===== config.mk =====
export PLATFORM = sky130hd
export DESIGN_NAME = imem_loader
export DESIGN_NICKNAME = d
export VERILOG_FILES = /design/src/rtl/imem_loader.sv
export SDC_FILE = /design/constraint.sdc
export NUM_CORES = 1
export LEC_CHECK = 0
export BUFFER_PORTS_ARGS = -buffer_cell sky130_fd_sc_hd__clkbuf_2
export CELL_PAD_IN_SITES_DETAIL_PLACEMENT = 0
export CELL_PAD_IN_SITES_GLOBAL_PLACEMENT = 2
export CORE_MARGIN = 4
export CORE_UTILIZATION = 34
export CTS_BUF_LIST = sky130_fd_sc_hd__clkbuf_2 sky130_fd_sc_hd__clkbuf_4 sky130_fd_sc_hd__clkbuf_8
export CTS_CLUSTER_DIAMETER = 80
export DETAILED_ROUTE_END_ITERATION = 10
export GPL_ROUTABILITY_DRIVEN = 0
export PLACE_DENSITY = 0.84
export SYNTH_ARGS = -nofsm -noshare
export SYNTH_HDL_FRONTEND = slang
export SYNTH_SLANG_ARGS = --single-unit

===== constraint.sdc =====
create_clock -name clk -period 2.6 [get_ports clk]
set_input_delay 0.13 -clock clk [delete_from_list [all_inputs] [get_ports clk]]
set_output_delay 0.13 -clock clk [all_outputs]
set_load 0.01 [all_outputs]

===== src/rtl/imem_loader.sv =====
// Boot loader: turns a UART byte image (sync, 16-bit word count, payload) into
// sequential instruction-memory word writes. Define IMEM_LOADER_CHECKSUM_EN for a trailing XOR check byte.
`timescale 1ns/1ps
module imem_loader #(
  parameter int         ADDR_W      = 12,
  parameter int         DEPTH_WORDS = 512,
  parameter logic [7:0] SYNC_BYTE   = 8'hA5
) (
  input  logic              clk,
  input  logic              reset_n,
  input  logic [7:0]        rx_data,
  input  logic              rx_valid,
  output logic              rx_ready,
  output logic              imem_we,
  output logic [ADDR_W-1:0] imem_addr,
  output logic [31:0]       imem_wdata,
  output logic              cpu_hold,
  output logic              load_done,
  output logic              load_err
);

`ifdef IMEM_LOADER_CHECKSUM_EN
  typedef enum logic [2:0] {IDLE, LEN_LO, LEN_HI, DATA, CHK, DONE, ERR} state_t;
  localparam state_t PAYLOAD_END = CHK;
  logic [7:0] xor_q;
`else
  typedef enum logic [2:0] {IDLE, LEN_LO, LEN_HI, DATA, DONE, ERR} state_t;
  localparam state_t PAYLOAD_END = DONE;
`endif

  state_t            state_q, state_d;
  logic              armed;
  logic [1:0]        byte_cnt;
  logic [ADDR_W-3:0] word_idx;
  logic [15:0]       len_q;
  logic [23:0]       word_buf;
  logic              accept;
  logic              last_word;
  logic [15:0]       len_full;
  logic [15:0]       idx_next;

  // armed keeps rx_ready low for the first cycle after reset is released
  assign rx_ready  = armed && (state_q != DONE) && (state_q != ERR);
  assign accept    = rx_valid && rx_ready;
  assign len_full  = {rx_data, len_q[7:0]};
  assign idx_next  = 16'(word_idx) + 16'd1;
  assign last_word = (byte_cnt == 2'd3) && (idx_next == len_q);
  assign cpu_hold  = (state_q != DONE);
  assign load_done = (state_q == DONE);
  assign load_err  = (state_q == ERR);

  always_comb begin
    state_d = state_q;
    case (state_q)
      IDLE:   if (accept && rx_data == SYNC_BYTE) state_d = LEN_LO;
      LEN_LO: if (accept) state_d = LEN_HI;
      LEN_HI: begin
        if (accept) begin
          if (len_full == 16'd0)                   state_d = PAYLOAD_END;
          else if (len_full > 16'(DEPTH_WORDS))    state_d = ERR;
          else                                     state_d = DATA;
        end
      end
      DATA:   if (accept && last_word) state_d = PAYLOAD_END;
`ifdef IMEM_LOADER_CHECKSUM_EN
      CHK:    if (accept) state_d = (rx_data == xor_q) ? DONE : ERR;
`endif
      default: state_d = state_q;
    endcase
  end

  always_ff @(posedge clk) begin
    if (!reset_n) begin
      state_q    <= IDLE;
      armed      <= 1'b0;
      byte_cnt   <= 2'd0;
      word_idx   <= '0;
      len_q      <= 16'd0;
      word_buf   <= 24'd0;
      imem_we    <= 1'b0;
      imem_addr  <= '0;
      imem_wdata <= 32'd0;
`ifdef IMEM_LOADER_CHECKSUM_EN
      xor_q      <= 8'd0;
`endif
    end else begin
      state_q <= state_d;
      armed   <= 1'b1;
      imem_we <= 1'b0;
      if (accept) begin
        case (state_q)
          LEN_LO: len_q[7:0] <= rx_data;
          LEN_HI: begin
            len_q[15:8] <= rx_data;
            byte_cnt    <= 2'd0;
            word_idx    <= '0;
`ifdef IMEM_LOADER_CHECKSUM_EN
            xor_q       <= 8'd0;
`endif
          end
          DATA: begin
            byte_cnt <= byte_cnt + 2'd1;
`ifdef IMEM_LOADER_CHECKSUM_EN
            xor_q    <= xor_q ^ rx_data;
`endif
            // little-endian assembly; the 4th byte goes straight into the write
            case (byte_cnt)
              2'd0: word_buf[7:0]   <= rx_data;
              2'd1: word_buf[15:8]  <= rx_data;
              2'd2: word_buf[23:16] <= rx_data;
              default: begin
                imem_we    <= 1'b1;
                imem_addr  <= {word_idx, 2'b00};
                imem_wdata <= {rx_data, word_buf};
                word_idx   <= word_idx + (ADDR_W-2)'(1);
              end
            endcase
          end
          default: ;
        endcase
      end
    end
  end

endmodule


# == Word level (Yosys, flattened, before mapping) ==
# Cells that the tools add are included.
# classes
addsub,3
bitwise,1
mux,12
n_eq_ne,17
reduce_logical,22
n_lt_le_gt_ge,1
# op_table
cell,count
one-hot mux 10 bit (2 select lines),1
2-to-1 mux 3 bit,6
AND reduction 3 bit,6
equality test 11 x 16 -> 1 bit,1
greater-than comparator 16 x 10 -> 1 bit (second input constant),1
zero test 16 bit,1
one-hot mux 3 bit (4 select lines),1
adder 10 x 1 -> 11 bit (second input constant),1
adder 10 x 1 -> 10 bit (second input constant),1
2-to-1 mux 10 bit,1
!= test 2 bit (second input constant),5
equality test 8 bit (second input constant),1
equality test 3 x 2 -> 1 bit (second input constant),2
equality test 3 bit (second input constant),2
logical AND 1 bit,6
!= test 3 bit (second input constant),2
AND reduction 2 bit,3
AND reduction 5 bit,1
equality test 2 bit (second input constant),2
one-hot mux 2 bit (2 select lines),1
nonzero test 4 bit,1
equality test 3 x 1 -> 1 bit (second input constant),1
zero test 3 bit,1
OR reduction 3 bit,1
other kinds (6),7
# totals
output_inout_bits,49
word_cells,68
reg_bits,99
in_bits,11

# == Longest topological paths before layout ==
# Gate-level depths: netlist of run 1.
# logic_depth
word_depth,7
depth_mapped,9
depth_no_buf,7

# == Worst setup path after synthesis of run 1 ==
# Ideal clock, no wire load.
# synth_path
path_kind,reg2reg
from,register word_idx[0]
to,register state_q[2]
arrival_time_ns,1.979
setup_ns,0.059
t_required_ns,2.541
path_stages_with_launch,8
path_slack_ns,0.562
path_buffers,0
period_less_slack_ns,2.038
path_cell_list,dfxtp_1 -> ha_1 -> nand3_1 -> a211o_1 -> o311ai_0 -> o2111ai_1 -> nor4b_2 -> o211a_1
# synth_via
elab_chain_cells,6
# synth_lines
element,line_no,rtl
start: declaration,34,logic [ADDR_W-3:0] word_idx;
start signal: assignment,115,word_idx <= word_idx + (ADDR_W-2)'(1);
adder 10 x 1 -> 11 bit,46,assign idx_next = 16'(word_idx) + 16'd1;
equality test 11 x 16 -> 1 bit,47,assign last_word = (byte_cnt == 2'd3) && (idx_next == len_q);
logical AND 1 bit,47,
logical AND 1 bit,64,DATA: if (accept && last_word) state_d = PAYLOAD_END;
!= test 2 bit (no line),n/a,
AND reduction 5 bit (no line),n/a,
end signal: assignment,87,state_q <= state_d;
end: declaration,31,"state_t state_q, state_d;"
# No other way between the ends.
# A chain may end at the register's enable or synchronous reset.

# == Worst setup path in the final report of run 1 ==
# layout_path
from,register word_idx[1]
to,register state_q[2]
# The elaborated chain is that of the path after synthesis.

==> results of run 1 <==
## cells in the final DEF (no fill, tap or decap), drive strengths merged, types with 3 or more instances in the layout
cell type	count
nor2	32
nor4	4
a21oi	86
nor4b	4
ha	6
bufinv	3
xnor2	9
buf	12
o21ai	16
and3	4
xor2	5
inv	8
nand3	30
nand4b	3
o31ai	3
mux2i	11
clkbuf	68
nand2	136
nand3b	3
dfxtp	99
## cells by family after synthesis
family | count (synthesis) | synth area share
flops | 99 | 0.468
compound gates | 118 | 0.152
xor+xnor | 14 | 0.0289
simple gates | 236 | 0.255
buf+inv | 53 | 0.0523
other cells | 1 | 0.000885
mux | 11 | 0.0260
fa+ha+maj | 6 | 0.0177
## worst min-delay path by stage
stage	startpoint	endpoint	slack, ns	cells past startpoint
6_report	rx_data[4]	imem_wdata[28]$_SDFFE_PN0P_	0.11	3
5_1_grt	rx_data[4]	len_q[12]$_SDFFE_PN0P_	0.11	3
4_1_cts	rx_data[4]	len_q[12]$_SDFFE_PN0P_	0.08	3
3_5_place_dp	reset_n	armed$_DFF_P_	0.34	1
3_3_place_gp	reset_n	armed$_DFF_P_	0.33	1
2_1_floorplan	reset_n	armed$_DFF_P_	0.16	0
## power by group
| group | switching [mW] | internal, mW |
|---|---|---|
| Clock | 0.529 | 0.686 |
| Sequential | 0.000920 | 1.52 |
| Combinational | 0.0556 | 0.0160 |
## repair_timing
item,in CTS,in global routing
resized for setup,0,1
endpoints found under the hold margin,1,0
buffers inserted,0,0
setup endpoints to repair,0,2
hold buffers,1,0
## sequential cells by signal (all words and copies together) (netlist names)
register and count:
imem_wdata 32, word_buf 24, len_q 16, imem_addr 10, word_idx 10, state_q 3
byte_cnt 2, armed 1, imem_we 1
## metal layers
layer	vias to the layer above	GRT usage	part of all wire
li1	1877	-	-
met1	1727	0.223	0.49
met2	86	0.241	0.45
met3	12	0.0391	0.047
met4	0	0.0408	0.011
met5	-	0	0
## final cells by class
cell class	count	area, um^2
flip-flops and latches	99	1980
multi-input cells	387	2040
clock inverters	4	97.6
clock buffers	11	151
repair buffers	70	398
fillers	1314	7200
inverters	8	30.0
well taps	168	210
## worst min-delay path, cell delays in order
cell	delay, ns
clkbuf_2	0.17
nand2_1	0.09
a21oi_1	0.05
## per-stage QoR
stage / hold slack, ns / power [mW] / setup WS [ns] / utilization
detailed placement: 0.337 / 1.62 / 0.208 / 0.384
CTS: 0.0849 / 2.85 / 0.170 / 0.406
global route: 0.106 / 2.91 / 0.00119 / 0.406
finish: 0.115 / 2.80 / 0.273 / 0.406
floorplan: 0.158 / 1.59 / 0.562 / -
global placement: 0.335 / 1.62 / 0.321 / 0.384
==> summary.md, run 1 <==
| Metric | Value |
|---|---|
| Synth top area cells | dfxtp_1 (47%), nand2_1 (12%), a21oi_1 (10%) |
| Worst-path clk slew | 0.09 ns |
| Top cells by count, synth | nand2_1 (136), dfxtp_1 (99), a21oi_1 (86) |
| Post-route cell area | 4910 um^2 |
| Reg2Reg Depth | 7 |
| Starting Density | 0.350 |
| Startpoint types | register |
| CP Class | reg2reg |
| Worst Setup End Kind | register |
| PwrDens | 571 nW/um^2 |
| Final Cycle Share | 0.895 |
| Count leader, synth | nand2_1 |
| # H-tree levels | 3 |
| Finished Layout Cells | 747 |
| CTS tree | yes |
| Fin. Hold Viols | 0 |
| Total GRT Usage | 0.158 |
| Setup TNS | 0 ns |
| Layout Skew | 0.00942 ns |
| EDFF count, synth | 0 |
| CTS root buf | clkbuf_8 |
| First-pass GRT wire length | 18,200 um |
| RR Startpoint | word_idx[1]$_SDFFE_PN0P_ |
| DR vias | 3,702 |
| I/O pin cnt | 60 |
| Std-Cell Rows | 40 |
| Minimum clock period | 2.33 ns |
| F_max | 430 MHz |
| Netlist cell types | 54 |
| Worst Path Arrival | 2.65 ns |
| Max stage delay on crit path | 0.44 ns |
| Worst Path Buf+Inv | 0 |
| Largest net degree at the start of global routing | 82 |
| Synth Warn # | 0 |
| TritonCTS Buffers | 9 |
| Clk_lat worst skew | 0.37 ns |
| Routed Antenna Nets | 0 |
| Post-synthesis cell count | 538 |
| Final Max Slew Viols | 0 |
| Maximum VDD drop | 0.263 mV |
| DIE HEIGHT | 120 um |
| CTS max path bufs | 2 |
| Placed Area | 4650 um^2 |
| Die W | 120 um |
| Yosys top cell by area | dfxtp_1 |
| Drt via density | 4.96 |
| Mapped cell area | 4240 um^2 |
| Number of global-route vias before repair | 3,550 |
| Max cap viols | 0 |
| Critical-path cell list | ha_1 -> nand3_1 -> a211o_1 -> o311ai_0 -> o2111ai_1 -> nor4b_2 -> o211a_1 |
| Hold Path Class | in2reg |
| Critical path depth | 7 |
| Register area share after synthesis | 0.468 |
| Synthesis-to-finish area growth | 16.0% |
| Worst Path Max Fanout | 8 |
| Drt drc | 0 |
| WL/cell | 14.3 um |
| # port buffers | 57 |
| Final setup violation count | 0 |
| Mean post-synth cell area | 7.87 um^2 |
| Core Area | 12,100 um^2 |
| 1st-iter DRT viols | 262 |
| Yosys top cell area share | 0.468 |
| Synth Register Bits | 99 |
| Antenna cells | 0 |
| Clock sink total | 99 |
| Slowest stage cell, crit path | nor4b_2 |
| Reg2Reg Capture Point | state_q[2]$_SDFFE_PN0P_ |
| Worst Path Required | 2.92 ns |
| Top Family by Delay on Critical Path | compound AO/OA/AOI/OAI gates |
| Drt pass-1 iters | 6 |
| CP endpoint | state_q[2]$_SDFFE_PN0P_ |
| Share of cells above drive strength 1 | 0.164 |
| Placed cell count | 731 |
| Synth Flop Type | dfxtp_1 |
| FF-to-FF setup slack | 0.27 ns |
| Dpl hpwl | 7300 um |
| RSZ-0062 raised after global routing | false |
| Status | finished clean |
| LEAKAGE | 1.75 nW |
| Die ar. | 14,300 um^2 |
| Congestion Overflow GR | 0 |
| Critical Path Source | word_idx[1]$_SDFFE_PN0P_ |
| Asr flop ratio synth | 0 |
| Antenna violations before repair | 0 |
| Final WL | 10,700 um |
| Nets | 592 |
Power figures use the tool's default switching activity.
==> run 2: changes to the inputs <==
--- a/config.mk
+++ b/config.mk
@@ -8,13 +8,13 @@
 export BUFFER_PORTS_ARGS = -buffer_cell sky130_fd_sc_hd__clkbuf_2
 export CELL_PAD_IN_SITES_DETAIL_PLACEMENT = 0
 export CELL_PAD_IN_SITES_GLOBAL_PLACEMENT = 2
-export CORE_MARGIN = 4
-export CORE_UTILIZATION = 34
+export CORE_MARGIN = 8
+export CORE_UTILIZATION = 37
 export CTS_BUF_LIST = sky130_fd_sc_hd__clkbuf_2 sky130_fd_sc_hd__clkbuf_4 sky130_fd_sc_hd__clkbuf_8
 export CTS_CLUSTER_DIAMETER = 80
 export DETAILED_ROUTE_END_ITERATION = 10
 export GPL_ROUTABILITY_DRIVEN = 0
-export PLACE_DENSITY = 0.84
+export PLACE_DENSITY = 0.9
 export SYNTH_ARGS = -nofsm -noshare
 export SYNTH_HDL_FRONTEND = slang
 export SYNTH_SLANG_ARGS = --single-unit
==> constraint.sdc (replaced) <==
create_clock -name clk -period 3 [get_ports clk]
set_input_delay 0.15 -clock clk [delete_from_list [all_inputs] [get_ports clk]]
set_output_delay 0.15 -clock clk [all_outputs]
set_load 0.01 [all_outputs]
==> run 2 against run 1 <==
  * Clock skew rose by 0.00093 ns
  * Global-route usage is 1.1 points lower
  * Clock power shrank 16%
  * Via count is 2.1% lower
  * Critical path depth is the same
  * Clock-buffer cell count down 1
==> summary.md, run 2 (synthesized netlist as in run 1, its figures left out) <==
| Metric | Value |
|---|---|
| Worst-path clk slew | 0.10 ns |
| Dpl hpwl | 7150 um |
| PwrDens | 496 nW/um^2 |
| Worst Path Required | 3.23 ns |
| Max cap viols | 0 |
| Final Cycle Share | 0.815 |
| Synthesis-to-finish area growth | 14.5% |
| CTS root buf | clkbuf_8 |
| Drt via density | 5.05 |
| LEAKAGE | 1.72 nW |
| Antenna cells | 0 |
| CP Class | reg2reg |
| Layout Skew | 0.0103 ns |
| 1st-iter DRT viols | 169 |
| TritonCTS Buffers | 9 |
| DR vias | 3,626 |
| Number of global-route vias before repair | 3,509 |
| Minimum clock period | 2.45 ns |
| Die W | 123 um |
| CTS resizes | 0 |
| Placed Area | 4600 um^2 |
| Setup TNS | 0 ns |
| Status | finished clean |
| Starting Density | 0.374 |
| Worst Path Max Fanout | 10 |
| RSZ-0062 raised after global routing | false |
| Most common cell after layout, fill and taps aside | nand2_1 |
| Drt drc | 0 |
| Largest net degree at the start of global routing | 55 |
| Drt pass-1 iters | 5 |
| DIE HEIGHT | 123 um |
| Largest regs | imem_wdata: 32 flops, word_buf: 24 flops, len_q: 16 flops |
| Post-route cell area | 4850 um^2 |
| Worst Path Arrival | 2.68 ns |
| Worst Setup End Kind | register |
| Largest Register | imem_wdata |
| CTS max path bufs | 2 |
| Maximum VDD drop | 0.214 mV |
| Routed Antenna Nets | 0 |
| Core Area | 11,300 um^2 |
| Hold Path Class | in2reg |
| Least-Margin Pin Slew | 0.782 ns |
| Share of cells above drive strength 1 | 0.157 |
| Startpoint types | register |
| I/O pin cnt | 60 |
| F_max | 409 MHz |
| WL/cell | 14.9 um |
| Total GRT Usage | 0.147 |
| Most frequent cells in the layout | nand2_1 (136), dfxtp_1 (99), a21oi_1 (86) |
| Antenna violations before repair | 0 |
| # H-tree levels | 3 |
| Final Max Slew Viols | 0 |
| First-pass GRT wire length | 17,900 um |
| Std-Cell Rows | 39 |
| Final setup violation count | 0 |
| # port buffers | 57 |
| Die ar. | 15,100 um^2 |
| Slew margin rel. | 0.478 |
| Nets | 587 |
| Clk_lat worst skew | 0.35 ns |
| CTS tree | yes |
| Fin. Hold Viols | 0 |
| Final WL | 10,700 um |
| Largest register FFs | 32 |
| Fill count | 1,194 |
| Congestion Overflow GR | 0 |
| Clock sink total | 99 |
-- run 2: power breakdown --
part           switching [mW]  internal, mW
combinational          0.0477        0.0138
sequential           0.000853          1.31
clock                   0.464         0.565
total                   0.512          1.89
-- run 2: worst paths after layout --
| path | to | from | slack [ns] | cells after the start |
|---|---|---|---|---|
| max | state_q[1]$_SDFFE_PN0P_ | word_idx[0]$_SDFFE_PN0P_ | 0.55 | 7 |
| min | len_q[12]$_SDFFE_PN0P_ | rx_data[4] | 0.15 | 3 |
| max reg2reg | state_q[1]$_SDFFE_PN0P_ | word_idx[0]$_SDFFE_PN0P_ | 0.55 | 7 |
| min reg2reg | imem_wdata[17]$_SDFFE_PN0P_ | word_buf[17]$_SDFFE_PN0P_ | 0.46 | 2 |
-- run 2: critical path, stage by stage (launching register included) --
cell	delay, ns
dfxtp_1	0.49
ha_1	0.30
nand3_1	0.30
a211o_1	0.35
o311ai_0	0.10
o2111ai_1	0.22
nor4b_2	0.41
o21ai_0	0.15
-- run 2: timing repair --
item / in CTS / in global routing
buffers inserted: 0 / 0
hold endpoints to repair: 1 / 0
hold buffers: 1 / 0
-- run 2: through the flow --
stage	hold slack, ns	setup slack (ns)	total power [mW]	utilization	instances
finish	0.150	0.555	2.40	0.429	718
global route	0.143	0.328	2.49	0.429	718
CTS	0.137	0.551	2.43	0.429	718
detailed placement	0.349	0.559	1.41	0.406	701
global placement	0.350	0.689	1.41	0.406	701
floorplan	0.178	0.962	1.38	-	539
-- run 2: layout make-up --
type | count | area [um^2] | area share
clock buffer | 10 | 131 | 0.0271
tap | 143 | 179 | 0.0369
sequential | 99 | 1980 | 0.408
clock inverter | 6 | 114 | 0.0235
multi-input combinational | 387 | 2040 | 0.421
inverter | 8 | 30.0 | 0.00619
timing repair buffer | 65 | 373 | 0.0768
-- run 2: metal layers --
metal  vias up  wire [um]  global-route usage
met4         0        159              0.0519
li1       1875          -                   -
met1      1650       5230               0.199
met3        10        641              0.0342
met5         -          0                   0
met2        91       4640               0.224
==> run 3: changes to the inputs <==
--- a/config.mk
+++ b/config.mk
@@ -9,12 +9,12 @@
 export CELL_PAD_IN_SITES_DETAIL_PLACEMENT = 0
 export CELL_PAD_IN_SITES_GLOBAL_PLACEMENT = 2
 export CORE_MARGIN = 8
-export CORE_UTILIZATION = 37
+export CORE_UTILIZATION = 31
 export CTS_BUF_LIST = sky130_fd_sc_hd__clkbuf_2 sky130_fd_sc_hd__clkbuf_4 sky130_fd_sc_hd__clkbuf_8
 export CTS_CLUSTER_DIAMETER = 80
 export DETAILED_ROUTE_END_ITERATION = 10
 export GPL_ROUTABILITY_DRIVEN = 0
-export PLACE_DENSITY = 0.9
+export PLACE_DENSITY = 0.8
 export SYNTH_ARGS = -nofsm -noshare
 export SYNTH_HDL_FRONTEND = slang
 export SYNTH_SLANG_ARGS = --single-unit
==> constraint.sdc (replaced) <==
create_clock -name clk -period 2.15 [get_ports clk]
set_input_delay 0.1075 -clock clk [delete_from_list [all_inputs] [get_ports clk]]
set_output_delay 0.1075 -clock clk [all_outputs]
set_load 0.01 [all_outputs]
==> run 3 against run 2 <==
  * First-iteration DRC count grew 28%
  * Via count up 4.0%
  * Clock-buffer cell count unchanged
  * Sequential share of layout area shrank 1.3 points
  * Combinational power grew 46%
  * Register-to-register slack lost 0.40 ns
==> summary.md, run 3 (synthesized netlist as in run 1, its figures left out) <==
| Metric | Value |
|---|---|
| Antenna cells | 0 |
| LEAKAGE | 1.81 nW |
| Post-route cell area | 5010 um^2 |
| Startpoint types | register |
| CTS tree | yes |
| 1st-iter DRT viols | 217 |
| # H-tree levels | 3 |
| Largest regs | imem_wdata: 32 flops, word_buf: 24 flops, len_q: 16 flops |
| Most common cell after layout, fill and taps aside | nand2_1 |
| Max stage delay on crit path | 0.35 ns |
| Dpl hpwl | 7990 um |
| Total GRT Usage | 0.132 |
| Drt drc | 0 |
| DR vias | 3,771 |
| CTS max path bufs | 2 |
| Fin. Hold Viols | 0 |
| Number of global-route vias before repair | 3,670 |
| Worst Path Arrival | 2.27 ns |
| PwrDens | 628 nW/um^2 |
| Final Max Slew Viols | 0 |
| Most frequent cells in the layout | nand2_1 (136), dfxtp_1 (99), a21oi_1 (86) |
| Congestion Overflow GR | 0 |
| WL/cell | 14.9 um |
| Minimum clock period | 1.99 ns |
| CTS root buf | clkbuf_8 |
| Clock sink total | 99 |
| Die ar. | 17,700 um^2 |
| Synthesis-to-finish area growth | 18.3% |
| Nets | 608 |
| Final Cycle Share | 0.927 |
| Hold Path Class | in2reg |
| Final core utilization | 0.377 |
| Max cap viols | 0 |
| RSZ-0062 raised after global routing | false |
| Worst Path Buf+Inv | 2 |
| Routed Antenna Nets | 0 |
| Top Family by Delay on Critical Path | compound AO/OA/AOI/OAI gates |
| Largest register FFs | 32 |
| Worst Setup End Kind | register |
| Slew margin rel. | 0.655 |
| Largest Register | imem_wdata |
| Least-Margin Pin Slew | 0.518 ns |
| DIE HEIGHT | 133 um |
| # port buffers | 57 |
| Starting Density | 0.319 |
| Drt via density | 4.88 |
| CP Class | reg2reg |
| Core Area | 13,300 um^2 |
| Final setup violation count | 0 |
| Std-Cell Rows | 42 |
| Antenna violations before repair | 0 |
| Share of cells above drive strength 1 | 0.193 |
| Slowest stage cell, crit path | dfxtp_1 |
| TritonCTS Buffers | 9 |
| Die W | 133 um |
| Status | finished clean |
| Critical-path cell list | buf_4 -> and4_4 -> nand2_1 -> xor2_1 -> a311o_1 -> nor4b_2 -> buf_4 -> o211a_1 |
| Drt pass-1 iters | 4 |
| Most common cell on crit path | buf_4 |
| Placed Area | 4760 um^2 |
| I/O pin cnt | 60 |
| Final WL | 11,500 um |
| Worst-path clk slew | 0.10 ns |
| Fill count | 1,409 |
| First-pass GRT wire length | 19,100 um |
| F_max | 502 MHz |
| Largest net degree at the start of global routing | 49 |
| Layout Skew | 0.0122 ns |
| Maximum VDD drop | 0.433 mV |
| Clk_lat worst skew | 0.38 ns |
| Worst Path Max Fanout | 7 |
| Worst Path Required | 2.43 ns |
## run 3: timing repair
action / 4_1_cts / 5_1_grt
pin swaps: 1 / 0
setup endpoints to repair: 3 / 3
setup buffers: 1 / 0
endpoints found under the hold margin: 1 / 0
gates resized for setup: 0 / 6
hold buffers: 1 / 0
cloned: 0 / 0
## run 3: power by group
group	internal, mW	leakage (nW)	switching [mW]
clock	0.569	0.0987	0.655
combinational	0.0217	0.912	0.0681
sequential	1.83	0.797	0.000944
total	2.42	1.81	0.724
## run 3: worst paths after layout
check,slack (ns),depth (start not counted),start,end
worst max-delay path,0.16,8,word_idx[0]$_SDFFE_PN0P_,state_q[2]$_SDFFE_PN0P_
worst min-delay path,0.07,3,rx_data[6],imem_wdata[30]$_SDFFE_PN0P_
worst max register to register,0.16,8,word_idx[0]$_SDFFE_PN0P_,state_q[2]$_SDFFE_PN0P_
worst min register to register,0.46,2,imem_wdata[7]$_SDFFE_PN0P_,imem_wdata[7]$_SDFFE_PN0P_
## run 3: layer usage
metal	wire length [um]	track usage
met5	0	0
met3	708	0.0431
met1	5470	0.175
met2	5220	0.202
met4	99	0.0297
## run 3: layout make-up
type / instances / area, um^2 / share of cell area
multi-input cells: 387 / 2070 / 0.413
flip-flops and latches: 99 / 1980 / 0.396
well taps: 176 / 220 / 0.0440
clock buffers: 10 / 138 / 0.0275
repair buffers: 86 / 505 / 0.101
clock inverters: 6 / 63.8 / 0.0127
inverters: 8 / 30.0 / 0.00599
## run 3: stage by stage
stage	hold WS, ns	setup slack [ns]	TNS (ns)	cells	power, mW
CTS	0.0645	0.0289	0	772	3.20
finish	0.0716	0.156	0	772	3.15
detailed placement	0.312	-0.0577	-0.148	754	1.97
global placement	0.314	0.0710	0	754	1.97
global route	0.0755	0.0265	0	772	3.29
floorplan	0.135	0.112	0	539	1.93
## run 3: tightest hold or removal path, cell delays in order
cell and delay (ns):
clkbuf_2 0.16, nand2_1 0.08, a21oi_1 0.05
